[src/rtl/lsu_bus_arbiter_if.sv]
// Requester, completion and memory-side signals of the LSU bus arbiter.
// slave = arbiter side, master = requesters plus memory model.
interface lsu_bus_arbiter_if #(
    parameter int AW = 32,
    parameter int DW = 32
);
    logic          i_m0_req;
    logic          i_m0_wren;
    logic [AW-1:0] i_m0_addr;
    logic [DW-1:0] i_m0_wdata;
    logic [3:0]    i_m0_bmask;
    logic          o_m0_ack;
    logic [DW-1:0] o_m0_rdata;
    logic          o_m0_stall;

    logic          i_m1_req;
    logic          i_m1_wren;
    logic [AW-1:0] i_m1_addr;
    logic [DW-1:0] i_m1_wdata;
    logic [3:0]    i_m1_bmask;
    logic          o_m1_ack;
    logic [DW-1:0] o_m1_rdata;

    logic          o_mem_en;
    logic          o_mem_wren;
    logic [AW-1:0] o_mem_addr;
    logic [DW-1:0] o_mem_wdata;
    logic [3:0]    o_mem_bmask;
    logic [DW-1:0] i_mem_rdata;

    logic          o_gnt_id;
    logic          o_busy;

    modport slave (
        input  i_m0_req, i_m0_wren, i_m0_addr, i_m0_wdata, i_m0_bmask,
        output o_m0_ack, o_m0_rdata, o_m0_stall,
        input  i_m1_req, i_m1_wren, i_m1_addr, i_m1_wdata, i_m1_bmask,
        output o_m1_ack, o_m1_rdata,
        output o_mem_en, o_mem_wren, o_mem_addr, o_mem_wdata, o_mem_bmask,
        input  i_mem_rdata,
        output o_gnt_id, o_busy
    );

    modport master (
        output i_m0_req, i_m0_wren, i_m0_addr, i_m0_wdata, i_m0_bmask,
        input  o_m0_ack, o_m0_rdata, o_m0_stall,
        output i_m1_req, i_m1_wren, i_m1_addr, i_m1_wdata, i_m1_bmask,
        input  o_m1_ack, o_m1_rdata,
        input  o_mem_en, o_mem_wren, o_mem_addr, o_mem_wdata, o_mem_bmask,
        output i_mem_rdata,
        input  o_gnt_id, o_busy
    );
endinterface

[src/rtl/lsu_bus_arbiter.sv]
// Shares one memory/IO bus between m0 (core LSU) and m1 (debug/loader), one transaction at a time.
// Latency: mem_en 1 cycle after grant, ack 2 (write) or 2+RD_LAT (read) cycles after grant.
// Backpressure: requests wait held high until ack; o_m0_stall freezes the core while m0 waits.
module lsu_bus_arbiter #(
    parameter int AW     = 32,
    parameter int DW     = 32,
    parameter int RD_LAT = 1,
    parameter int RR_EN  = 1
) (
    input  logic             i_clk,
    input  logic             i_rst_n,
    lsu_bus_arbiter_if.slave bus
);
    typedef enum logic [1:0] {
        IDLE  = 2'd0,
        ISSUE = 2'd1,
        WAIT  = 2'd2,
        RESP  = 2'd3
    } state_t;

    localparam logic [3:0] WAIT_LOAD = 4'(RD_LAT - 1);

    state_t        state, state_nxt;
    logic [3:0]    cnt, cnt_nxt;
    logic          grant;
    logic          win_id;
    logic          last_gnt;
    logic          gnt_id;
    logic          lat_wren;
    logic [AW-1:0] lat_addr;
    logic [DW-1:0] lat_wdata;
    logic [3:0]    lat_bmask;
    logic [DW-1:0] rdata_q;
    logic          ack0, ack1;

    // On a tie, round-robin hands the bus to whoever did not own it last.
    always_comb begin
        grant  = (state == IDLE) && (bus.i_m0_req || bus.i_m1_req);
        win_id = 1'b0;
        if (bus.i_m0_req && bus.i_m1_req) begin
            win_id = (RR_EN != 0) ? ~last_gnt : 1'b0;
        end else if (bus.i_m1_req) begin
            win_id = 1'b1;
        end
    end

    always_comb begin
        state_nxt = state;
        cnt_nxt   = cnt;
        case (state)
            IDLE: begin
                if (grant) state_nxt = ISSUE;
            end
            ISSUE: begin
                if (lat_wren) begin
                    state_nxt = RESP;
                end else begin
                    cnt_nxt   = WAIT_LOAD;
                    state_nxt = WAIT;
                end
            end
            WAIT: begin
                if (cnt == 4'd0) state_nxt = RESP;
                else             cnt_nxt   = cnt - 4'd1;
            end
            RESP: begin
                state_nxt = IDLE;
            end
            default: state_nxt = IDLE;
        endcase
    end

    always_ff @(posedge i_clk or negedge i_rst_n) begin
        if (!i_rst_n) begin
            state <= IDLE;
            cnt   <= 4'd0;
        end else begin
            state <= state_nxt;
            cnt   <= cnt_nxt;
        end
    end

    // last_gnt resets to m1 so that m0 takes the first tie after reset.
    always_ff @(posedge i_clk or negedge i_rst_n) begin
        if (!i_rst_n) begin
            last_gnt  <= 1'b1;
            gnt_id    <= 1'b0;
            lat_wren  <= 1'b0;
            lat_addr  <= '0;
            lat_wdata <= '0;
            lat_bmask <= 4'd0;
            rdata_q   <= '0;
        end else begin
            if (grant) begin
                last_gnt  <= win_id;
                gnt_id    <= win_id;
                lat_wren  <= win_id ? bus.i_m1_wren  : bus.i_m0_wren;
                lat_addr  <= win_id ? bus.i_m1_addr  : bus.i_m0_addr;
                lat_wdata <= win_id ? bus.i_m1_wdata : bus.i_m0_wdata;
                lat_bmask <= win_id ? bus.i_m1_bmask : bus.i_m0_bmask;
            end
            if (state == WAIT && cnt == 4'd0) begin
                rdata_q <= bus.i_mem_rdata;
            end
        end
    end

    assign ack0 = (state == RESP) && !gnt_id;
    assign ack1 = (state == RESP) &&  gnt_id;

    assign bus.o_m0_ack   = ack0;
    assign bus.o_m1_ack   = ack1;
    assign bus.o_m0_rdata = (ack0 && !lat_wren) ? rdata_q : '0;
    assign bus.o_m1_rdata = (ack1 && !lat_wren) ? rdata_q : '0;
    assign bus.o_m0_stall = bus.i_m0_req & ~ack0;

    assign bus.o_mem_en    = (state == ISSUE);
    assign bus.o_mem_wren  = lat_wren;
    assign bus.o_mem_addr  = lat_addr;
    assign bus.o_mem_wdata = lat_wdata;
    assign bus.o_mem_bmask = lat_bmask;
    assign bus.o_gnt_id    = gnt_id;
    assign bus.o_busy      = (state != IDLE);
endmodule
[src/flat_wrapper.sv]
// flat-port wrapper written by rule: the top's interface ports become plain ports
module lsu_bus_arbiter_flat 
#(
    parameter int AW     = 32,
    parameter int DW     = 32,
    parameter int RD_LAT = 1,
    parameter int RR_EN  = 1
)
  (i_clk, i_rst_n, bus_i_m0_req, bus_i_m0_wren, bus_i_m0_addr, bus_i_m0_wdata, bus_i_m0_bmask, bus_o_m0_ack, bus_o_m0_rdata, bus_o_m0_stall, bus_i_m1_req, bus_i_m1_wren, bus_i_m1_addr, bus_i_m1_wdata, bus_i_m1_bmask, bus_o_m1_ack, bus_o_m1_rdata, bus_o_mem_en, bus_o_mem_wren, bus_o_mem_addr, bus_o_mem_wdata, bus_o_mem_bmask, bus_i_mem_rdata, bus_o_gnt_id, bus_o_busy);
  lsu_bus_arbiter_if #(.AW(AW), .DW(DW)) bus_i ();
  input  logic i_clk;
  input  logic i_rst_n;
  input wire logic [$bits(bus_i.i_m0_req)-1:0] bus_i_m0_req;
  input wire logic [$bits(bus_i.i_m0_wren)-1:0] bus_i_m0_wren;
  input wire logic [$bits(bus_i.i_m0_addr)-1:0] bus_i_m0_addr;
  input wire logic [$bits(bus_i.i_m0_wdata)-1:0] bus_i_m0_wdata;
  input wire logic [$bits(bus_i.i_m0_bmask)-1:0] bus_i_m0_bmask;
  output wire logic [$bits(bus_i.o_m0_ack)-1:0] bus_o_m0_ack;
  output wire logic [$bits(bus_i.o_m0_rdata)-1:0] bus_o_m0_rdata;
  output wire logic [$bits(bus_i.o_m0_stall)-1:0] bus_o_m0_stall;
  input wire logic [$bits(bus_i.i_m1_req)-1:0] bus_i_m1_req;
  input wire logic [$bits(bus_i.i_m1_wren)-1:0] bus_i_m1_wren;
  input wire logic [$bits(bus_i.i_m1_addr)-1:0] bus_i_m1_addr;
  input wire logic [$bits(bus_i.i_m1_wdata)-1:0] bus_i_m1_wdata;
  input wire logic [$bits(bus_i.i_m1_bmask)-1:0] bus_i_m1_bmask;
  output wire logic [$bits(bus_i.o_m1_ack)-1:0] bus_o_m1_ack;
  output wire logic [$bits(bus_i.o_m1_rdata)-1:0] bus_o_m1_rdata;
  output wire logic [$bits(bus_i.o_mem_en)-1:0] bus_o_mem_en;
  output wire logic [$bits(bus_i.o_mem_wren)-1:0] bus_o_mem_wren;
  output wire logic [$bits(bus_i.o_mem_addr)-1:0] bus_o_mem_addr;
  output wire logic [$bits(bus_i.o_mem_wdata)-1:0] bus_o_mem_wdata;
  output wire logic [$bits(bus_i.o_mem_bmask)-1:0] bus_o_mem_bmask;
  input wire logic [$bits(bus_i.i_mem_rdata)-1:0] bus_i_mem_rdata;
  output wire logic [$bits(bus_i.o_gnt_id)-1:0] bus_o_gnt_id;
  output wire logic [$bits(bus_i.o_busy)-1:0] bus_o_busy;
  assign bus_i.i_m0_req = bus_i_m0_req;
  assign bus_i.i_m0_wren = bus_i_m0_wren;
  assign bus_i.i_m0_addr = bus_i_m0_addr;
  assign bus_i.i_m0_wdata = bus_i_m0_wdata;
  assign bus_i.i_m0_bmask = bus_i_m0_bmask;
  assign bus_o_m0_ack = bus_i.o_m0_ack;
  assign bus_o_m0_rdata = bus_i.o_m0_rdata;
  assign bus_o_m0_stall = bus_i.o_m0_stall;
  assign bus_i.i_m1_req = bus_i_m1_req;
  assign bus_i.i_m1_wren = bus_i_m1_wren;
  assign bus_i.i_m1_addr = bus_i_m1_addr;
  assign bus_i.i_m1_wdata = bus_i_m1_wdata;
  assign bus_i.i_m1_bmask = bus_i_m1_bmask;
  assign bus_o_m1_ack = bus_i.o_m1_ack;
  assign bus_o_m1_rdata = bus_i.o_m1_rdata;
  assign bus_o_mem_en = bus_i.o_mem_en;
  assign bus_o_mem_wren = bus_i.o_mem_wren;
  assign bus_o_mem_addr = bus_i.o_mem_addr;
  assign bus_o_mem_wdata = bus_i.o_mem_wdata;
  assign bus_o_mem_bmask = bus_i.o_mem_bmask;
  assign bus_i.i_mem_rdata = bus_i_mem_rdata;
  assign bus_o_gnt_id = bus_i.o_gnt_id;
  assign bus_o_busy = bus_i.o_busy;
  lsu_bus_arbiter #(.AW(AW), .DW(DW), .RD_LAT(RD_LAT), .RR_EN(RR_EN)) u_core (.i_clk(i_clk), .i_rst_n(i_rst_n), .bus(bus_i));
endmodule
[config.mk]
export PLATFORM = sky130hd
export DESIGN_NAME = lsu_bus_arbiter_flat
export DESIGN_NICKNAME = d
export VERILOG_FILES = /design/src/rtl/lsu_bus_arbiter_if.sv /design/src/rtl/lsu_bus_arbiter.sv /design/src/flat_wrapper.sv
export SDC_FILE = /design/constraint.sdc
export NUM_CORES = 1
export LEC_CHECK = 0
export CORE_MARGIN = 2
export CORE_UTILIZATION = 39
export DETAILED_ROUTE_END_ITERATION = 12
export PLACE_DENSITY = 0.93
export SLEW_MARGIN = 20
export SYNTH_ARGS = -nofsm -noshare
export SYNTH_HDL_FRONTEND = slang
export SYNTH_SLANG_ARGS = --single-unit
[constraint.sdc]
create_clock -name i_clk -period 2.5 [get_ports i_clk]
set_clock_uncertainty 0.1 [all_clocks]
set_input_delay 0.375 -clock i_clk [delete_from_list [all_inputs] [get_ports i_clk]]
set_output_delay 0.375 -clock i_clk [all_outputs]
set_load 0.02 [all_outputs]
# Word level (Yosys, flattened, before mapping)

Cells that the tools add are included.

Register bits: 109
Latch bits: 0
RAM bits: 0
Memory bits (read-only): 0
Output and inout port bits: 139
Word-level logic and storage cells: 51
Memories kept: 0

$add $sub $neg: 1
$mul: 0
Divide/modulo/power cells: 0
$lt $le $gt $ge: 0
Eq/ne operators: 7
Shift operators: 0
Multiplexer cells: 15
Bitwise gates (word level): 3
Reductions and logical operators: 16

Operators by type and width:

| operator                                               | count |
|---|---|
| two-way mux 32 bit                                     | 4 |
| two-way mux 4 bit                                      | 3 |
| one-hot mux 2 bit (4 select lines)                     | 1 |
| one-hot mux 4 bit (2 select lines)                     | 1 |
| logical AND 1 bit                                      | 7 |
| equality test 2 bit (second input constant)            | 2 |
| zero test 4 bit                                        | 1 |
| two-way mux 1 bit                                      | 4 |
| two-way mux 2 bit                                      | 2 |
| inequality test 2 x 1 -> 1 bit (second input constant) | 2 |
| inequality test 2 bit (second input constant)          | 2 |
| nonzero test 2 bit                                     | 2 |
| subtractor 4 x 1 -> 4 bit (second input constant)      | 1 |
| AND reduction 3 bit                                    | 1 |
| equality test 2 x 1 -> 1 bit (second input constant)   | 1 |
| zero test 1 bit                                        | 2 |
| zero test 2 bit                                        | 1 |
| inverter 1 bit                                         | 2 |
| AND reduction 2 bit                                    | 1 |
| AND 1 bit                                              | 1 |
| logical OR 1 bit                                       | 1 |

# Logic depth before layout (Yosys ltp)

Depth in word-level cells: 4
Depth in mapped cells: 8
Mapped depth without buffers: 5

# Worst setup path before layout

OpenSTA, ideal clock, no wires.

Path type: register -> output
Start: register u_core.state[1]
End: output port bus_o_m1_rdata[10]
Arrival: 1.504 ns
Setup slack: 0.521 ns
Cell stages (with the launch flop): 6
Buffers on the path: 1
Path through: dfrtp_1 > ha_1 > and2_1 > nor2b_1 > clkbuf_1 > and2_1

Cells in the longest elaborated chain, start to end: 4

RTL lines:

| item                   | line                   | text |
|---|---|---|
| start, declared        | lsu_bus_arbiter.sv:23  | `state_t state, state_nxt;` |
| start signal, assigned | lsu_bus_arbiter.sv:78  | `state <= state_nxt;` |
| equality test 2 bit    | lsu_bus_arbiter.sv:109 | `assign ack1 = (state == RESP) && gnt_id;` |
| logical AND 1 bit      | lsu_bus_arbiter.sv:109 |  |
| named net bus_o_m1_ack | flat_wrapper.sv:26     | `output wire logic [$bits(bus_i.o_m1_ack)-1:0] bus_o_m1_ack;` |
| logical AND 1 bit      | lsu_bus_arbiter.sv:114 | `assign bus.o_m1_rdata = (ack1 && !lat_wren) ? rdata_q : '0;` |
| two-way mux 32 bit     | lsu_bus_arbiter.sv:114 |  |
| end, declared          | flat_wrapper.sv:27     | `output wire logic [$bits(bus_i.o_m1_rdata)-1:0] bus_o_m1_rdata;` |

The timed path passes the listed nets, and every way through them passes these cells.

# Final worst setup path

Start: register u_core.state[0]
End: output port bus_o_m1_rdata[24]

Cells in the longest elaborated chain, start to end: 4

RTL lines:

| item                | line |
|---|---|
| equality test 2 bit | lsu_bus_arbiter.sv:109 |
| logical AND 1 bit   | lsu_bus_arbiter.sv:109 |
| logical AND 1 bit   | lsu_bus_arbiter.sv:114 |
| two-way mux 32 bit  | lsu_bus_arbiter.sv:114 |

Every way passes these cells.

==> summary by stage <==
Floorplanning
The horizontal die dimension is approximately 120 um. The core footprint is ~14,000 um^2. The top-level port count is 313. The number of placement rows is 43. The effective utilization at floorplan is 39.8%.

The height of the die is 123 um. The die area is 15,100 um^2.

Clock tree
Counting the buffers created by CTS gives 9. For this design, the sink count on the clock tree is 109. The number of hold buffers added after CTS was 0. TritonCTS built the clock tree. The H-tree depth is 3.

The buffer type at the clock tree root is sky130_fd_sc_hd__clkbuf_16. The clock transition at the registers of the reported paths is 0.07 ns. The clock passes through at most 2 buffers. The insertion delay of the later-clocked pin in the worst-skew pair is 0.35 ns.

Synth
The sequential fraction of the synthesis area is 49.4%. The dominant cell type by area after synthesis is sky130_fd_sc_hd__dfrtp_1. Dividing the synthesized area by the synthesized cell count gives about 11 um^2. Ranked by total cell area, the synthesized netlist is headed by sky130_fd_sc_hd__dfrtp_1 (49%), sky130_fd_sc_hd__mux2i_1 (13%), sky130_fd_sc_hd__mux2_4 (7.6%). The synthesized net count is 674. In this run the cell area of the synthesized design comes to roughly 5500 um^2. The count of mapped cells out of synthesis is 493. The number of flops mapped to enable cells by yosys is 0.

The number of different library cells used by synthesis comes to 34. The number of synthesized register bits is 109. For this run, the leading register cell type out of synthesis is sky130_fd_sc_hd__dfrtp_1. The warning count from the yosys run is 0. The fraction of registers with async set/reset is 100%. Of the post-synthesis cell area, the dominant cell type holds 48.9%.

Job
The max-capacitance violation count is 0.

Critical path
The class of the most critical setup path is reg2out. In this run the worst path has a maximum fanout of 32. Data arrives at the worst endpoint at 1.96 ns.

The kind of end point of the critical path is an output pin. The required time of the critical path is 2.03 ns. STA classifies the critical path startpoint as a register.

Timing
The final number of hold-violating endpoints was 14. The count of pins over their slew limit was 0. The transition time at the pin with the least slew margin is 0.609 ns. Setup violations remaining at the end of the flow were counted as 0. The routed design could run at a clock period as short as 2.43 ns. The final critical-path share of the clock period is between 90% and 100%. Setup repair after global routing left no endpoint under its margin. On the final layout, the worst hold slack is -0.0289 ns. The achievable clock frequency is 411 MHz. In this run the tightest slew margin relative to its limit is between 50 and 60%.

The setup TNS is 0 ns.

Hold path
The worst hold path belongs to the class in2async.

Drt
The total via count in the routed design is 4,670. The number of DRC markers after the initial detailed-route iteration is 174. The routed via count divided by cell count is 4.74. The routed length per instance is ~15 um.

The post-detailed-routing wire length is around 15,000 um. The first TritonRoute pass finished after 4 iterations. In this run the remaining antenna-violating nets after routing total 0. The number of design rule violations left after detail routing is 0.

GRT
The number of antenna violations at the first check in global routing is 0. The pin count of the biggest net entering global routing is ~120. The first global-routing pass estimated 23,100 um of wire. The leftover overflow at the end of global routing is 0. The number of global-route vias before repair is between 4,000 and 5,000. The all-layer global routing usage is 19.8%.

Placement
Detailed placement ended at an HPWL of 12,000 um. The total of buffers placed on input and output ports is 312. The congestion estimate from routability-driven global placement came to 0.785. The area after detailed placement is 8800 um^2.

Status
The checks that failed: hold timing. The run finished, with violations left.

Pwr
The analysis attributes to cell leakage a power of 4.33 nW. The power per standard cell area is 1110 nW/um^2. The total power after layout is 9.99 mW.

The worst-case IR drop observed on VDD is 638 uV.

Layout
The area growth from synthesis to final layout is 62.8%. The final-stage net count is 981. The fraction of final layout cells sized beyond drive strength 1 is 11.8%. After routing the design area is 8990 um^2. The diode insertion count for antenna repair is 0.
[Yosys cell counts, types with 3 or more instances]
cell type,number
sky130_fd_sc_hd__and2_1,66
sky130_fd_sc_hd__buf_8,8
sky130_fd_sc_hd__inv_1,6
sky130_fd_sc_hd__nand2_1,71
sky130_fd_sc_hd__clkbuf_1,18
sky130_fd_sc_hd__ha_1,7
sky130_fd_sc_hd__dfrtp_1,108
sky130_fd_sc_hd__mux2_2,4
sky130_fd_sc_hd__buf_6,3
sky130_fd_sc_hd__o21ai_0,76
sky130_fd_sc_hd__mux2i_1,69
sky130_fd_sc_hd__mux2_4,28
[cells by family after synthesis]
kind of cell	after synthesis	synth area share [%]
DFF	109	49.4
muxes	102	21.1
buffers and inverters	39	5.33
adders and majority gates	7	1.59
and+or+nand+nor	149	13.8
AOI/OAI and AO/OA	87	8.68
[layer usage]
layer,vias to the layer above,wire length [um],GRT usage (%)
li1,2287,-,-
met1,2162,5790,22.6
met2,201,7760,35.5
met3,20,1270,5.12
met4,0,306,7.32
met5,-,0,0
[path summary, 6_finish.rpt]
| kind | start | endpoint | slack (ns) | cells after the start |
|---|---|---|---|---|
| min in group i_clk | u_core.bus.o_mem_bmask[1] | u_core.bus.o_mem_bmask[1] | 0.38 | 2 |
| hold / removal | i_rst_n | u_core.rdata_q[21] | -0.03 | 2 |
| hold reg to reg | u_core.bus.o_mem_bmask[1] | u_core.bus.o_mem_bmask[1] | 0.38 | 2 |
| max in group asynchronous | i_rst_n | u_core.bus.o_mem_wdata[9] | 1.84 | 2 |
| setup / recovery | u_core.state[0] | bus_o_m1_rdata[24] | 0.07 | 6 |
| setup reg to reg | u_core.state[0] | u_core.rdata_q[19] | 0.35 | 5 |
[layout make-up]
type / count / area (um^2)
fillers: 1116 / 4890
flip-flops and latches: 109 / 2730
clock inverters: 4 / 55.1
repair buffers: 329 / 3180
multi-input cells: 345 / 2510
inverters: 6 / 22.5
well taps: 180 / 225
clock buffers: 12 / 267
[worst max-delay path, cell delays in order (launching register included)]
cell and delay, ns:
sky130_fd_sc_hd__dfrtp_1 0.42, sky130_fd_sc_hd__ha_1 0.23, sky130_fd_sc_hd__and2_1 0.17, sky130_fd_sc_hd__nor2b_2 0.16, sky130_fd_sc_hd__buf_12 0.15, sky130_fd_sc_hd__and2_1 0.15
sky130_fd_sc_hd__dlygate4sd2_1 0.31
[power breakdown]
part           internal [mW]  switching (mW)  total [mW]
clock                  0.863           0.643        1.51
sequential              2.64           0.561        3.20
combinational           2.66            2.62        5.28
[registers in the layout (all words and copies together) (netlist names)]
register                cells
u_core.state                2
u_core.last_gnt             1
u_core.bus.o_mem_addr      32
u_core.bus.o_mem_bmask      4
u_core.bus.o_mem_wdata     32
u_core.bus.o_gnt_id         1
u_core.bus.o_mem_wren       1
u_core.rdata_q             32
u_core.cnt                  4
[through the flow]
step                hold slack, ns  util [%]  worst slack [ns]  instances
floorplan                  -0.0206         -             0.521        493
CTS                         0.0212      65.2            0.0200        984
global route                0.0323      64.8          0.000317        985
global placement             0.360      63.4             0.229        968
finish                     -0.0289      64.8            0.0678        985
detailed placement           0.370      63.4             0.153        968
[repair_timing]
| item | in CTS | in global routing |
|---|---|---|
| setup endpoints to repair | 64 | 36 |
| gates resized for setup | 64 | 43 |
| pin swaps | 0 | 0 |
| buffers inserted | 0 | 1 |
[layout by cell type (no fill, tap or decap), drive strengths merged]
cell and instances:
a211oi 1, a21bo 2, a21oi 2, a22o 1, a2bb2oi 1, a31oi 1
and2 66, and4bb 1, buf 18, bufinv 1, clkbuf 31, clkdlybuf4s15 4
clkdlybuf4s50 247, clkinv 2, clkinvlp 1, dfrtp 108, dfstp 1, dlygate4sd2 41
ha 7, inv 6, mux2 33, mux2i 69, nand2 71, nand2b 2
nand4 1, nor2 2, nor2b 2, nor3b 2, o21ai 77, o31ai 2
or3b 1, or4 1
(Power assumes the default switching activity.)
==> patch 1 (same flow settings) <==
Make the reset (`i_rst_n`) synchronous in 2 clocked blocks.
--- a/src/rtl/lsu_bus_arbiter.sv
+++ b/src/rtl/lsu_bus_arbiter.sv
@@ -70,7 +70,7 @@
         endcase
     end
 
-    always_ff @(posedge i_clk or negedge i_rst_n) begin
+    always_ff @(posedge i_clk) begin
         if (!i_rst_n) begin
             state <= IDLE;
             cnt   <= 4'd0;
@@ -81,7 +81,7 @@
     end
 
     // last_gnt resets to m1 so that m0 takes the first tie after reset.
-    always_ff @(posedge i_clk or negedge i_rst_n) begin
+    always_ff @(posedge i_clk) begin
         if (!i_rst_n) begin
             last_gnt  <= 1'b1;
             gnt_id    <= 1'b0;
Formal check against the unedited RTL: differs if i_rst_n is asserted again (counterexample within 4 cycles, from zero or initial values and one cycle with i_rst_n low); with i_rst_n held inactive, the same outputs for 10 cycles.
==> patch 1 against the unedited design <==
Setup slack improved by 45 ps; area after synthesis fell by 8.8%; total power shrank 30%; design area fell by 5.4%; sequential cell count unchanged; first-iteration DRC count is 87% higher; non-clock buffer count down 5; synthesized cell count up 18%; routed wire length rose by 7.0%; global-route usage grew 3.4 points; critical endpoint is now bus_o_m1_rdata[27].
==> patch 1: results (changes against the unedited design) <==
* Routed WL at 16,190 µm (was 15,130 µm)
* N_diodes at 0 (unchanged)
* Most instantiated cells after synthesis: dfxtp_1, a21oi_1, mux2i_1, o21ai_0, nand2_1 (was dfrtp_1, o21ai_0, nand2_1, mux2i_1, and2_1)
* Area contributors post-synth: dfxtp_1, mux2i_1, a21oi_1 (was dfrtp_1, mux2i_1, mux2_4)
* Leakage at 3.530 nW (was 4.326 nW)
* RR Startpoint: u_core.state[0]$_SDFFE_PN0P_ (was u_core.state[0]$_DFFE_PN0P_)
* Slowest stage delay, CP at 400 ps (was 420 ps)
* FF-to-FF End: u_core.rdata_q[23]$_SDFFE_PN0P_ (was u_core.rdata_q[19]$_DFFE_PN0P_)
* Synth Net Count at 764 (was 674)
* Status: finished, final reports clean (was complete, but fails checks)
* Largest net degree at the start of global routing at 75 (was 117)
* Hold Crit Class: reg2reg (was in2async)
* Hold depth at 2
* GRT met3 Usage at 0.04554 (was 0.05120)
* Worst R2R Path Depth at 6 (was 5)
* Peak VDD IR at 428.8 µV (was 638.2 µV)
* Layout Nets at 1,050 (was 981)
* Clock Path Buffers at 2 (unchanged)
* Gpl congestion at 0.8149 (was 0.7853)
* Vias in the first global route at 5,024 (was 4,626)
* Initial antenna violation count at 0 (unchanged)
* R2R setup slack at 630 ps (was 350 ps)
* Crit path launch: u_core.state[1]$_SDFFE_PN0P_ (was u_core.state[0]$_DFFE_PN0P_)
* CP max-delay cell: dfxtp_1 (was dfrtp_1)
* First-pass GRT wire length at 25,860 µm (was 23,070 µm)
* Fillers at 1,030 (was 1,116)
* Placed Area at 0.008299 mm² (was 0.008805 mm²)
* Relative slew margins at 0.7002 (was 0.5941)
* Vias at 5,157 (was 4,670)
* Post-Syn Area at 0.005037 mm² (was 0.005522 mm²)
* Min-Delay Startpoint: u_core.rdata_q[10]$_SDFFE_PN0P_
* CTS Buf Count at 9 (unchanged)
* Part of the Yosys area used for sequential elements at 0.4332 (was 0.4942)
* Share of cells above drive strength 1 at 0.04005 (was 0.1180)
* Final hold slack at 364.4 ps (was -28.92 ps)
* Top Family by Delay on Critical Path: buffers and inverters (was simple AND/OR/NAND/NOR gates)
* Average size of a mapped cell at 8.640 µm² (was 11.20 µm²)
* Avg WL per Cell at 15.48 µm (was 15.36 µm)
* Detailed placer's ending HPWL at 12,450 µm (was 11,970 µm)
* Initial DRT Pass Iterations at 4 (unchanged)
* Port-buffer cells at 312 (unchanged)
* Crit path arrival time at 1910 ps (was 1960 ps)
* GR Layer Usage met2 at 0.4266 (was 0.3550)
* Dpl cells at 1,030 (was 968)
* CP Launch Type: flop (unchanged)
* GRT Util Overall at 0.2316 (was 0.1978)
* Ys async rst share at 0 (was 1.000)
* GR Layer Usage met1 at 0.2712 (was 0.2262)
* Worst setup path endpoint: bus_o_m1_rdata[27] (was bus_o_m1_rdata[24])
* Worst skew pair latency at 340 ps
* Synth cell types at 37 (was 34)
* Root buffer cell: clkbuf_16 (unchanged)
* Initial drt markers at 325 (was 174)
-- patch 1: metrics by stage --
stage / setup slack, ps / util
finish: 113.1 / 0.6741
floorplan: 528.9 / -
CTS: 47.38 / 0.6739
global route: 11.94 / 0.6741
detailed placement: 159.8 / 0.6576
global placement: 233.8 / 0.6576
-- patch 1: routing by layer --
layer	vias to the layer above	share of wire
met1	2328	0.40
met4	0	0.020
met5	-	0
met3	21	0.060
li1	2587	-
met2	221	0.52
-- patch 1: logic make-up (layout without fill, tap and decap cells) --
logic type / count (synthesis) / count (layout) / share of synthesized area
flip-flops: 109 / 109 / 0.4332
buffers and inverters: 56 / 347 / 0.05788
adder cells (fa/ha/maj): 7 / 7 / 0.01739
AND/OR/NAND/NOR: 152 / 152 / 0.1560
AO/OA/AOI/OAI: 189 / 189 / 0.1965
multiplexers: 70 / 70 / 0.1391
-- patch 1: final cells by class --
type | instances | area [µm²] | area share
clock buffers | 9 | 225.2 | 0.02647
clock inverters | 7 | 58.81 | 0.006913
inverters | 7 | 26.28 | 0.003089
multi-input cells | 418 | 2585 | 0.3039
flip-flops and latches | 109 | 2182 | 0.2565
well taps | 172 | 215.2 | 0.02530
repair buffers | 324 | 3214 | 0.3778
-- patch 1: what timing repair did --
item	in CTS	in global routing
hold buffers	0	0
endpoints found under the setup margin	63	31
setup buffers	0	0
resized for setup	63	1
pin swaps	0	0
-- patch 1: worst min-delay path, delay by kind of cell, from the launching register on --
family          cells  cell delay [ps]
compound gates      1               50
simple gates        1               50
flops               1              320
-- patch 1: report_power, final --
group          internal (W)  switching [W]
sequential          0.00223       0.000275
combinational       0.00144        0.00171
clock              0.000691       0.000672
==> patch 2 (config.mk and constraints unchanged) <==
Made on the original files. `RR_EN` is set to 1 in 2 places; all go to 0.
--- a/src/rtl/lsu_bus_arbiter.sv
+++ b/src/rtl/lsu_bus_arbiter.sv
@@ -5,7 +5,7 @@
     parameter int AW     = 32,
     parameter int DW     = 32,
     parameter int RD_LAT = 1,
-    parameter int RR_EN  = 1
+    parameter int RR_EN  = 0
 ) (
     input  logic             i_clk,
     input  logic             i_rst_n,
--- a/src/flat_wrapper.sv
+++ b/src/flat_wrapper.sv
@@ -4,7 +4,7 @@
     parameter int AW     = 32,
     parameter int DW     = 32,
     parameter int RD_LAT = 1,
-    parameter int RR_EN  = 1
+    parameter int RR_EN  = 0
 )
   (i_clk, i_rst_n, bus_i_m0_req, bus_i_m0_wren, bus_i_m0_addr, bus_i_m0_wdata, bus_i_m0_bmask, bus_o_m0_ack, bus_o_m0_rdata, bus_o_m0_stall, bus_i_m1_req, bus_i_m1_wren, bus_i_m1_addr, bus_i_m1_wdata, bus_i_m1_bmask, bus_o_m1_ack, bus_o_m1_rdata, bus_o_mem_en, bus_o_mem_wren, bus_o_mem_addr, bus_o_mem_wdata, bus_o_mem_bmask, bus_i_mem_rdata, bus_o_gnt_id, bus_o_busy);
   lsu_bus_arbiter_if #(.AW(AW), .DW(DW)) bus_i ();
Check against the original RTL: not equivalent (a bounded check fails within 10 cycles, from zero or initial values and one cycle with i_rst_n low).
==> patch 2 against the unedited design <==
Setup slack better by 17 ps; design area shrank 0.89%; largest cell class unchanged; via count is 0.75% lower; utilization rose by 2.5 points; critical path type unchanged; global-route usage is 2.2 points higher; sequential power fell by 1%; total power fell by 2.6%; sequential share of layout area barely moved; critical path depth is the same; area after synthesis shrank 4.2%; register-to-register slack better by 100 ps; sequential cell count fell by 1; routed wire length increased by 4.2%.
==> patch 2: results (changes against the unedited design) <==
* Avg WL per Cell at 16.12 µm (was 15.36 µm)
* PostCTS Resize Cnt at 67 (was 64)
* M1 WL at 5987 µm (was 5793 µm)
* Non-clock inverters at 8 (was 6)
* R2R setup slack at 450 ps (was 350 ps)
* Share of cells above drive strength 1 at 0.08864 (was 0.1180)
* GRT Util Overall at 0.2203 (was 0.1978)
* Routed wl met3 at 1221 µm (was 1269 µm)
* Synth cell types at 29 (was 34)
* FF-to-FF End: u_core.rdata_q[26]$_DFFE_PN0P_ (was u_core.rdata_q[19]$_DFFE_PN0P_)
* Status: finished, final reports clean (was complete, but fails checks)
* Buffering overhead at 0.3651 (was 0.3534)
* Area contributors post-synth: dfrtp_1, mux2i_1, and2_1 (was dfrtp_1, mux2i_1, mux2_4)
* Most instantiated cells after synthesis: dfrtp_1, mux2i_1, nand2_1, and2_1, o21ai_0 (was dfrtp_1, o21ai_0, nand2_1, mux2i_1, and2_1)
* Fillers at 1,059 (was 1,116)
* Placed Area at 0.008645 mm² (was 0.008805 mm²)
* # H-tree levels at 3 (unchanged)
* Gpl congestion at 0.8158 (was 0.7853)
* Register Area at 0.002703 mm² (was 0.002729 mm²)
* Vias at 4,635 (was 4,670)
* Clkbuf count at 11 (was 12)
* GR Layer Usage met1 at 0.2495 (was 0.2262)
* Initial drt markers at 186 (was 174)
* Synth Net Count at 671 (was 674)
* Leakage at 4.035 nW (was 4.326 nW)
* GR Layer Usage met2 at 0.3990 (was 0.3550)
* ClkCell Share at 0.03735 (was 0.03577)
* Tap cells at 176 (was 180)
* Vias in the first global route at 4,708 (was 4,626)
* Crit path launch: u_core.state[1]$_DFFE_PN0P_ (was u_core.state[0]$_DFFE_PN0P_)
* Detailed placer's ending HPWL at 12,530 µm (was 11,970 µm)
* Initial antenna violation count at 0 (unchanged)
* Hold Crit Class: reg2reg (was in2async)
* Internal power at 0.006009 W (was 0.006160 W)
* Part of the Yosys area used for sequential elements at 0.5111 (was 0.4942)
* Multi-input combinational area share at 0.2661 (was 0.2797)
* Multi-input gate area at 0.002371 mm² (was 0.002515 mm²)
* Largest net degree at the start of global routing at 73 (was 117)
* Relative slew margins at 0.6305 (was 0.5941)
* Metal2 WL at 8146 µm (was 7755 µm)
* Root buffer cell: clkbuf_16 (unchanged)
* Seq cells at 108 (was 109)
* # hold bufs at CTS at 1 (was 0)
[patch 2: power groups by stage]
stage	combinational, W	clock [W]	sequential (W)
finish	0.00498	0.00159	0.00316
CTS	0.00503	0.00163	0.00316
floorplan	0.00211	0	0.00371
global placement	0.00503	0	0.00314
global route	0.00539	0.00170	0.00327
detailed placement	0.00517	0	0.00319
[patch 2: through the flow]
step | total power (W) | hold slack, ps | worst slack, ps | std cells
global placement | 0.008163 | 291.8 | 225.8 | 959
floorplan | 0.005820 | -20.59 | 518.4 | 491
finish | 0.009732 | 375.7 | 84.35 | 977
global route | 0.01037 | 398.9 | 0.04485 | 977
CTS | 0.009820 | 384.0 | 28.73 | 976
detailed placement | 0.008356 | 298.0 | 92.48 | 959
[patch 2: kinds of logic after synthesis]
logic type	count (synthesis)	share of synthesized area
and+or+nand+nor	150	0.1448
adders and majority gates	6	0.01420
buffers and inverters	42	0.04496
muxes	104	0.2047
AOI/OAI and AO/OA	81	0.08022
DFF	108	0.5111
